[config.mk]
export PLATFORM = sky130hd
export DESIGN_NAME = mux_n_pipe
export DESIGN_NICKNAME = d
export VERILOG_FILES = /design/src/rtl/mux_n_pipe.sv
export SDC_FILE = /design/constraint.sdc
export NUM_CORES = 1
export LEC_CHECK = 0
export ABC_AREA = 1
export CORE_AREA = 2 2 131 133
export DETAILED_ROUTE_END_ITERATION = 7
export DIE_AREA = 0 0 133 135
export PLACE_DENSITY = 0.75
export SLEW_MARGIN = 5
export SYNTH_ARGS = -nofsm -noshare
export SYNTH_HDL_FRONTEND = slang
export SYNTH_SLANG_ARGS = --single-unit
[constraint.sdc]
create_clock -name Clk -period 2.92 [get_ports Clk]
set_input_delay 0.438 -clock Clk [delete_from_list [all_inputs] [get_ports Clk]]
set_output_delay 0.438 -clock Clk [all_outputs]
set_load 0.02 [all_outputs]
[src/rtl/mux_n_pipe.sv]
// mux_n_pipe
//   NUM_IN:1 signed word selector with a registered valid/ready output stage.
//   An output register plus a skid register give full throughput under
//   backpressure, and in_ready comes straight from state flops.
//
//   Build option: MUX_ROUND_ROBIN_EN
//     defined   - the select port is ignored; an internal pointer picks the
//                 channel and advances on every accept; err_sel is tied to 0
//     undefined - the channel comes from select; an out-of-range select on
//                 accept sets the sticky err_sel flag
//
// Ports
//   Clk        in   system clock, rising edge
//   Reset_n    in   asynchronous active-low reset
//   Din        in   NUM_IN x DATA_WIDTH words, Din[i] is channel i
//   select     in   channel index, sampled on accept
//   in_valid   in   upstream offers Din/select
//   in_ready   out  block can accept this cycle (registered)
//   Dout       out  selected word (registered)
//   out_sel    out  channel index that produced Dout
//   out_valid  out  Dout/out_sel valid
//   out_ready  in   downstream accepts this cycle
//   err_sel    out  sticky: an out-of-range select was accepted
//
// state   | meaning
// S_EMPTY | output reg and skid reg both empty
// S_ONE   | output reg holds a word, skid reg empty
// S_FULL  | output reg and skid reg both hold a word, in_ready low

module mux_n_pipe #(
  parameter int DATA_WIDTH = 32,
  parameter int NUM_IN     = 9,
  localparam int SEL_WIDTH = $clog2(NUM_IN)
) (
  input  logic                                Clk,
  input  logic                                Reset_n,
  input  logic [NUM_IN-1:0][DATA_WIDTH-1:0]   Din,
  input  logic [SEL_WIDTH-1:0]                select,
  input  logic                                in_valid,
  output logic                                in_ready,
  output logic signed [DATA_WIDTH-1:0]        Dout,
  output logic [SEL_WIDTH-1:0]                out_sel,
  output logic                                out_valid,
  input  logic                                out_ready,
  output logic                                err_sel
);

  typedef enum logic [1:0] {S_EMPTY, S_ONE, S_FULL} state_t;

  state_t                  state_q, state_d;
  logic [DATA_WIDTH-1:0]   out_data_q, out_data_d;
  logic [SEL_WIDTH-1:0]    out_sel_q, out_sel_d;
  logic [DATA_WIDTH-1:0]   skid_data_q, skid_data_d;
  logic [SEL_WIDTH-1:0]    skid_sel_q, skid_sel_d;

  logic                    accept, drain;
  logic [SEL_WIDTH-1:0]    sel_eff;
  logic [DATA_WIDTH-1:0]   mux_word;

  assign out_valid = (state_q != S_EMPTY);
  assign in_ready  = (state_q != S_FULL);
  assign accept    = in_valid & in_ready;
  assign drain     = out_valid & out_ready;
  assign Dout      = out_data_q;
  assign out_sel   = out_sel_q;

`ifdef MUX_ROUND_ROBIN_EN
  logic [SEL_WIDTH-1:0] rr_ptr_q, rr_ptr_d;

  assign sel_eff = rr_ptr_q;
  assign err_sel = 1'b0;

  always_comb begin
    rr_ptr_d = rr_ptr_q;
    if (accept) begin
      if (rr_ptr_q == SEL_WIDTH'(NUM_IN - 1)) rr_ptr_d = '0;
      else                                    rr_ptr_d = rr_ptr_q + 1'b1;
    end
  end

  always_ff @(posedge Clk or negedge Reset_n) begin
    if (!Reset_n) rr_ptr_q <= '0;
    else          rr_ptr_q <= rr_ptr_d;
  end
`else
  localparam logic [SEL_WIDTH:0] NUM_IN_L = (SEL_WIDTH + 1)'(NUM_IN);

  logic err_q, err_d;
  logic sel_oor;

  assign sel_eff = select;
  assign sel_oor = ({1'b0, select} >= NUM_IN_L);
  assign err_sel = err_q;
  assign err_d   = err_q | (accept & sel_oor);

  always_ff @(posedge Clk or negedge Reset_n) begin
    if (!Reset_n) err_q <= 1'b0;
    else          err_q <= err_d;
  end
`endif

  // No channel matches an out-of-range index, so such a word becomes 0.
  always_comb begin
    mux_word = '0;
    for (int i = 0; i < NUM_IN; i++) begin
      if (sel_eff == SEL_WIDTH'(i)) mux_word = Din[i];
    end
  end

  always_comb begin
    state_d     = state_q;
    out_data_d  = out_data_q;
    out_sel_d   = out_sel_q;
    skid_data_d = skid_data_q;
    skid_sel_d  = skid_sel_q;
    case (state_q)
      S_EMPTY: begin
        if (accept) begin
          state_d    = S_ONE;
          out_data_d = mux_word;
          out_sel_d  = sel_eff;
        end
      end
      S_ONE: begin
        if (accept && drain) begin
          out_data_d = mux_word;
          out_sel_d  = sel_eff;
        end else if (accept) begin
          state_d     = S_FULL;
          skid_data_d = mux_word;
          skid_sel_d  = sel_eff;
        end else if (drain) begin
          state_d = S_EMPTY;
        end
      end
      S_FULL: begin
        if (drain) begin
          state_d    = S_ONE;
          out_data_d = skid_data_q;
          out_sel_d  = skid_sel_q;
        end
      end
      default: state_d = S_EMPTY;
    endcase
  end

  always_ff @(posedge Clk or negedge Reset_n) begin
    if (!Reset_n) begin
      state_q     <= S_EMPTY;
      out_data_q  <= '0;
      out_sel_q   <= '0;
      skid_data_q <= '0;
      skid_sel_q  <= '0;
    end else begin
      state_q     <= state_d;
      out_data_q  <= out_data_d;
      out_sel_q   <= out_sel_d;
      skid_data_q <= skid_data_d;
      skid_sel_q  <= skid_sel_d;
    end
  end

endmodule

# --- Word level (Yosys, flattened, before mapping) ---
# Index checks and enable logic that the tools add are counted.
totals:
  register_bits: 75
  wordCells: 59
  inputBits: 296
classes:
  n_bitwise: 5
  eq_ne: 16
  reduce_logical: 8
  magnitude_cmp: 1
  mux: 23
ops:
  columns: ["op", "count"]
  rows:
  - ["32-bit 2-to-1 mux", 12]
  - ["32-bit one-hot mux with 3 select lines", 1]
  - ["4-bit by 3-bit equality test with 1-bit output (second input constant)", 4]
  - ["4-bit 2-to-1 mux", 3]
  - ["4-bit one-hot mux with 3 select lines", 1]
  - ["2-bit 2-to-1 mux", 5]
  - ["2-bit != test (second input constant)", 5]
  - ["4-bit by 2-bit equality test with 1-bit output (second input constant)", 2]
  - ["4-bit AND reduction", 2]
  - ["2-bit one-hot mux with 3 select lines", 1]
  - ["4-bit by 1-bit equality test with 1-bit output (second input constant)", 1]
  - ["4-bit equality test (second input constant)", 1]
  - ["4-bit >= comparator (second input constant)", 1]
  - ["4-bit zero test", 1]
  - ["1-bit bitwise AND", 3]
  - ["3-bit != test (second input constant)", 1]
  - ["3-bit AND reduction", 1]
  - ["3-bit nonzero test", 1]
  - ["2-bit by 1-bit equality test with 1-bit output (second input constant)", 1]
  - ["2-bit equality test (second input constant)", 1]
  - ["2-bit zero test", 1]
  - ["2-bit nonzero test", 1]
  - ["1-bit logical AND", 1]
  - ["1-bit NOT", 1]
  - ["1-bit OR", 1]

# --- Depth between registers and ports, before layout ---
logic_depth:
  depth_word: 12
  ltp_mapped: 12

# --- Worst setup path before layout ---
# Ideal clock, no wire load.
synth_path:
  path_type: "register -> output"
  from: "register state_q[1]"
  to: "output port in_ready"
  t_required_ns: 2.482
  slack_ns: 1.245
  path_stages_with_launch: 6
  arrival_time_ns: 1.237
  path_buffers: 2
  cell_sequence: "dfrtp_1 > inv_1 > nor2_1 > inv_1 > buf_2 > buf_1"
synth_via:
  elab_chain_cells: 1
synth_rtl:
  columns: ["element", "line", "rtl"]
  rows:
  - ["start, declared", "50", "state_t state_q, state_d;"]
  - ["start signal, assigned", "155", "state_q <= state_d;"]
  - ["2-bit != test", "61", "assign in_ready = (state_q != S_FULL);"]
  - ["end, declared", "40", "output logic in_ready,"]
# Every way passes these cells.

# --- Final worst setup path ---
layout_path:
  from: "input port select[1]"
  to: "register out_data_q[10] (netlist: Dout[10])"
layout_via:
  elab_chain_cells: 12
  word_cells_on_any_way: 21
  classes_between: "8 x eq/ne; 12 x mux; 1 x reduce/logical"
layout_rtl:
  columns: ["element", "line", "rtl"]
  rows:
  - ["start, declared", "38", "input logic [SEL_WIDTH-1:0] select,"]
  - ["4-bit zero test", "106", "if (sel_eff == SEL_WIDTH'(i)) mux_word = Din[i];"]
  - ["32-bit 2-to-1 mux (8 in series)", "106", null]
  - ["32-bit 2-to-1 mux *", "106", null]
  - ["32-bit 2-to-1 mux, on equally long branches", "125, 118", null]
  - ["32-bit one-hot mux with 3 select lines *", "116", "case (state_q)"]
  - ["end signal, assigned", "156", "out_data_q <= out_data_d;"]
  - ["end, declared", "51", "logic [DATA_WIDTH-1:0] out_data_q, out_data_d;"]
# Mark *: on every way between the ends. The rest lies on a longest branch, timed or not. The select of a mux whose other input is x is not followed.
# A chain may end at the register's enable or synchronous reset.

==> flow_summary.toml <==
[outcome]
status = "completed"

[global_route]
track_usage = 0.2844
overflow = 0
antenna_found_initial = 3
grt_pass1_vias = 7313
grt_max_degree = 76
grt_pass1_wl_um = 39320

[logic_synthesis]
syn_area_per_cell_um2 = 5.974
synth_xor_xnor_area_share = 0
ys_ff_latch = 75
syn-instance-count = 960
syn_area_mm2 = 0.005736
synth_top_family_by_area = "simple AND/OR/NAND/NOR gates"
ys_top_cells_by_count = "nand2_1, nor2_1, nand3_1, dfrtp_1, inv_1"
synth_flop_cell = "dfrtp_1"
synth_nets = 1256
yosysWarningCount = 0
synth_edf_count = 0
synth_most_common_cell = "nand2_1"
synth-adder-area-share = 0
yosys-top-cells-area = "dfrtp_1, nand2_1, nand3_1"
synth_top_cell_area_share = 0.3272
synthMuxAreaShare = 0
async_flop_share = 1.000
ys_seq_area_frac = 0.3272
synth.distinct_cells = 22
synth-simple-area-share = 0.5227
synth_top_area_cell = "dfrtp_1"
synth_compound_area_frac = 0.05825

[timing]
rsz0062_at_grt = "no"
fin_crit_sh = 0.7949
skew_ns = 0.007091
slew_viol_final = 0
tns_ns = 0
worst_slew_pin_slew_ns = 0.9813
finalWorstPathRequiredPeriod_ns = 2.321
max_freq_mhz = 430.8
setup_viol = 0
whs_ns = 0.2563
slew_headroom = 0.3458
hold_viol = 0
setup_ws_ns = 0.5990

[placement]
dp_hpwl_um = 19910
place_area_mm2 = 0.009310
port_buffers = 334
dp_slack_ns = 0.2851
gp_congestion = 0.9413
place_inst = 1470

[layout]
final_nets = 1557
design_area_mm2 = 0.009620
areaGrowthSynthToFinish_pct = 67.74
antennaDiodeCount = 0
final_core_util = 0.5864
layout.cells.non_filler = 1486
drive_gt1_frac = 0.04344

[floorplan]
start_util = 0.3496
dieWidth_um = 133
pin_count = 335
row_count = 47
die_y_um = 135
core_mm2 = 0.01641
die_area_mm2 = 0.01796

[cts]
clock_path_buffers = 2
postCtsSetupBuffers = 0
path_clk_slew_ns = 0.06
numCtsBuffers = 9
htreeDepth = 3
clock-root-buffer = "clkbuf_16"
clk_latency_ns = 0.34
clock_sinks = 75
cts_tree = "yes"
ctsResizeCount = 0
ctsHoldBuffers = 0

[detailed_routing]
routed_wl_um = 25940
wl_per_cell_um = 17.46
dr.first_iter.drc_count = 565
viasPerCell = 5.082
drtAntennaViolNets = 0
vias = 7552
firstDrtPassIters = 7
drc = 0

[pwr]
power_mw = 4.807
powerDensity_mw_per_mm2 = 499.7
p_leak_nw = 4.418
ir_drop_mv = 0.3101

[setup_path]
path_max_fanout = 32
worstPathRequired_ns = 3.15
critical_path_arrival_ns = 2.55
critical_path.cell_chain = "clkdlybuf4s50_1 -> nor2_2 -> buf_4 -> nand3_1 -> nand3_1 -> nor2_1 -> nand4_1 -> nand2_1 -> nand3_1 -> nand2_1 -> nand2_1"
worst-setup-path-type = "input port to flip-flop"
crit_family = "simple AND/OR/NAND/NOR gates"
cpPeakStageDelay_ns = 0.68
cp-end-kind = "flip-flop"
critPathBufInv = 2
slowest_stage = "clkdlybuf4s50_1"
critPathLaunchType = "input port"

[hold_path]
hold_class = "input port to async pin"

[run]
cap_violations = 0
==> logic make-up (layout without fill, tap and decap cells) <==
group	after synthesis	in the layout
AOI/OAI and AO/OA	60	60
DFF	75	75
buffers and inverters	129	435
and+or+nand+nor	696	696
==> sequential cells by signal, indices dropped and copies added, names as in the netlist <==
name and cells:
out_sel 4, skid_sel_q 4, skid_data_q 32, err_sel 1
state_q 2, Dout 32
==> layer usage <==
metal / GRT usage / vias to the layer above / share of wire
li1: - / 3692 / -
met1: 0.3296 / 3376 / 0.38
met2: 0.4896 / 402 / 0.48
met3: 0.07320 / 78 / 0.087
met4: 0.1410 / 4 / 0.048
met5: 0 / - / 0.0012
==> layout make-up <==
| cell class | instances | area [um2] |
|---|---|---|
| clock buffer | 11 | 232.7 |
| clock inverter | 5 | 77.57 |
| multi-input combinational | 756 | 3356 |
| sequential | 75 | 1877 |
| tap | 220 | 275.3 |
| timing repair buffer | 352 | 3551 |
| fill | 1555 | 6787 |
| inverter | 67 | 251.5 |
==> worst paths after layout <==
check / to / slack (ns) / startpoint / depth (start not counted)
max: Dout[10] / 0.60 / select[1] / 11
min: Dout[19] / 0.26 / Reset_n / 1
max reg2reg: Dout[28] / 1.06 / state_q[1] / 8
min reg2reg: Dout[15] / 0.48 / Dout[15] / 2
max in group asynchronous: skid_data_q[11] / 2.02 / Reset_n / 1
min in group Clk: Dout[15] / 0.48 / Dout[15] / 2
==> layout by cell type (no fill, tap or decap), types with 3 or more instances in the layout <==
| cell | netlist | final |
|---|---|---|
| a21oi_1 | 24 | 24 |
| a31oi_1 | 25 | 25 |
| buf_12 | 0 | 6 |
| buf_4 | 3 | 13 |
| clkbuf_16 | 0 | 9 |
| clkdlybuf4s50_1 | 0 | 333 |
| dfrtp_1 | 75 | 75 |
| inv_1 | 60 | 58 |
| inv_2 | 7 | 9 |
| nand2_1 | 307 | 307 |
| nand3_1 | 149 | 149 |
| nand4_1 | 43 | 43 |
| nor2_1 | 165 | 164 |
| nor2_2 | 5 | 4 |
| nor2_4 | 1 | 3 |
| o21ai_0 | 5 | 5 |
| o21ai_1 | 5 | 5 |
| or2_0 | 20 | 20 |
| or2_2 | 3 | 3 |
==> power by group <==
group	switching (mW)	internal (mW)	total (mW)
Combinational	0.998	0.976	1.97
Clock	0.426	0.746	1.17
Sequential	0.233	1.43	1.66
Total	1.66	3.15	4.81
Power figures use the tool's default switching activity.
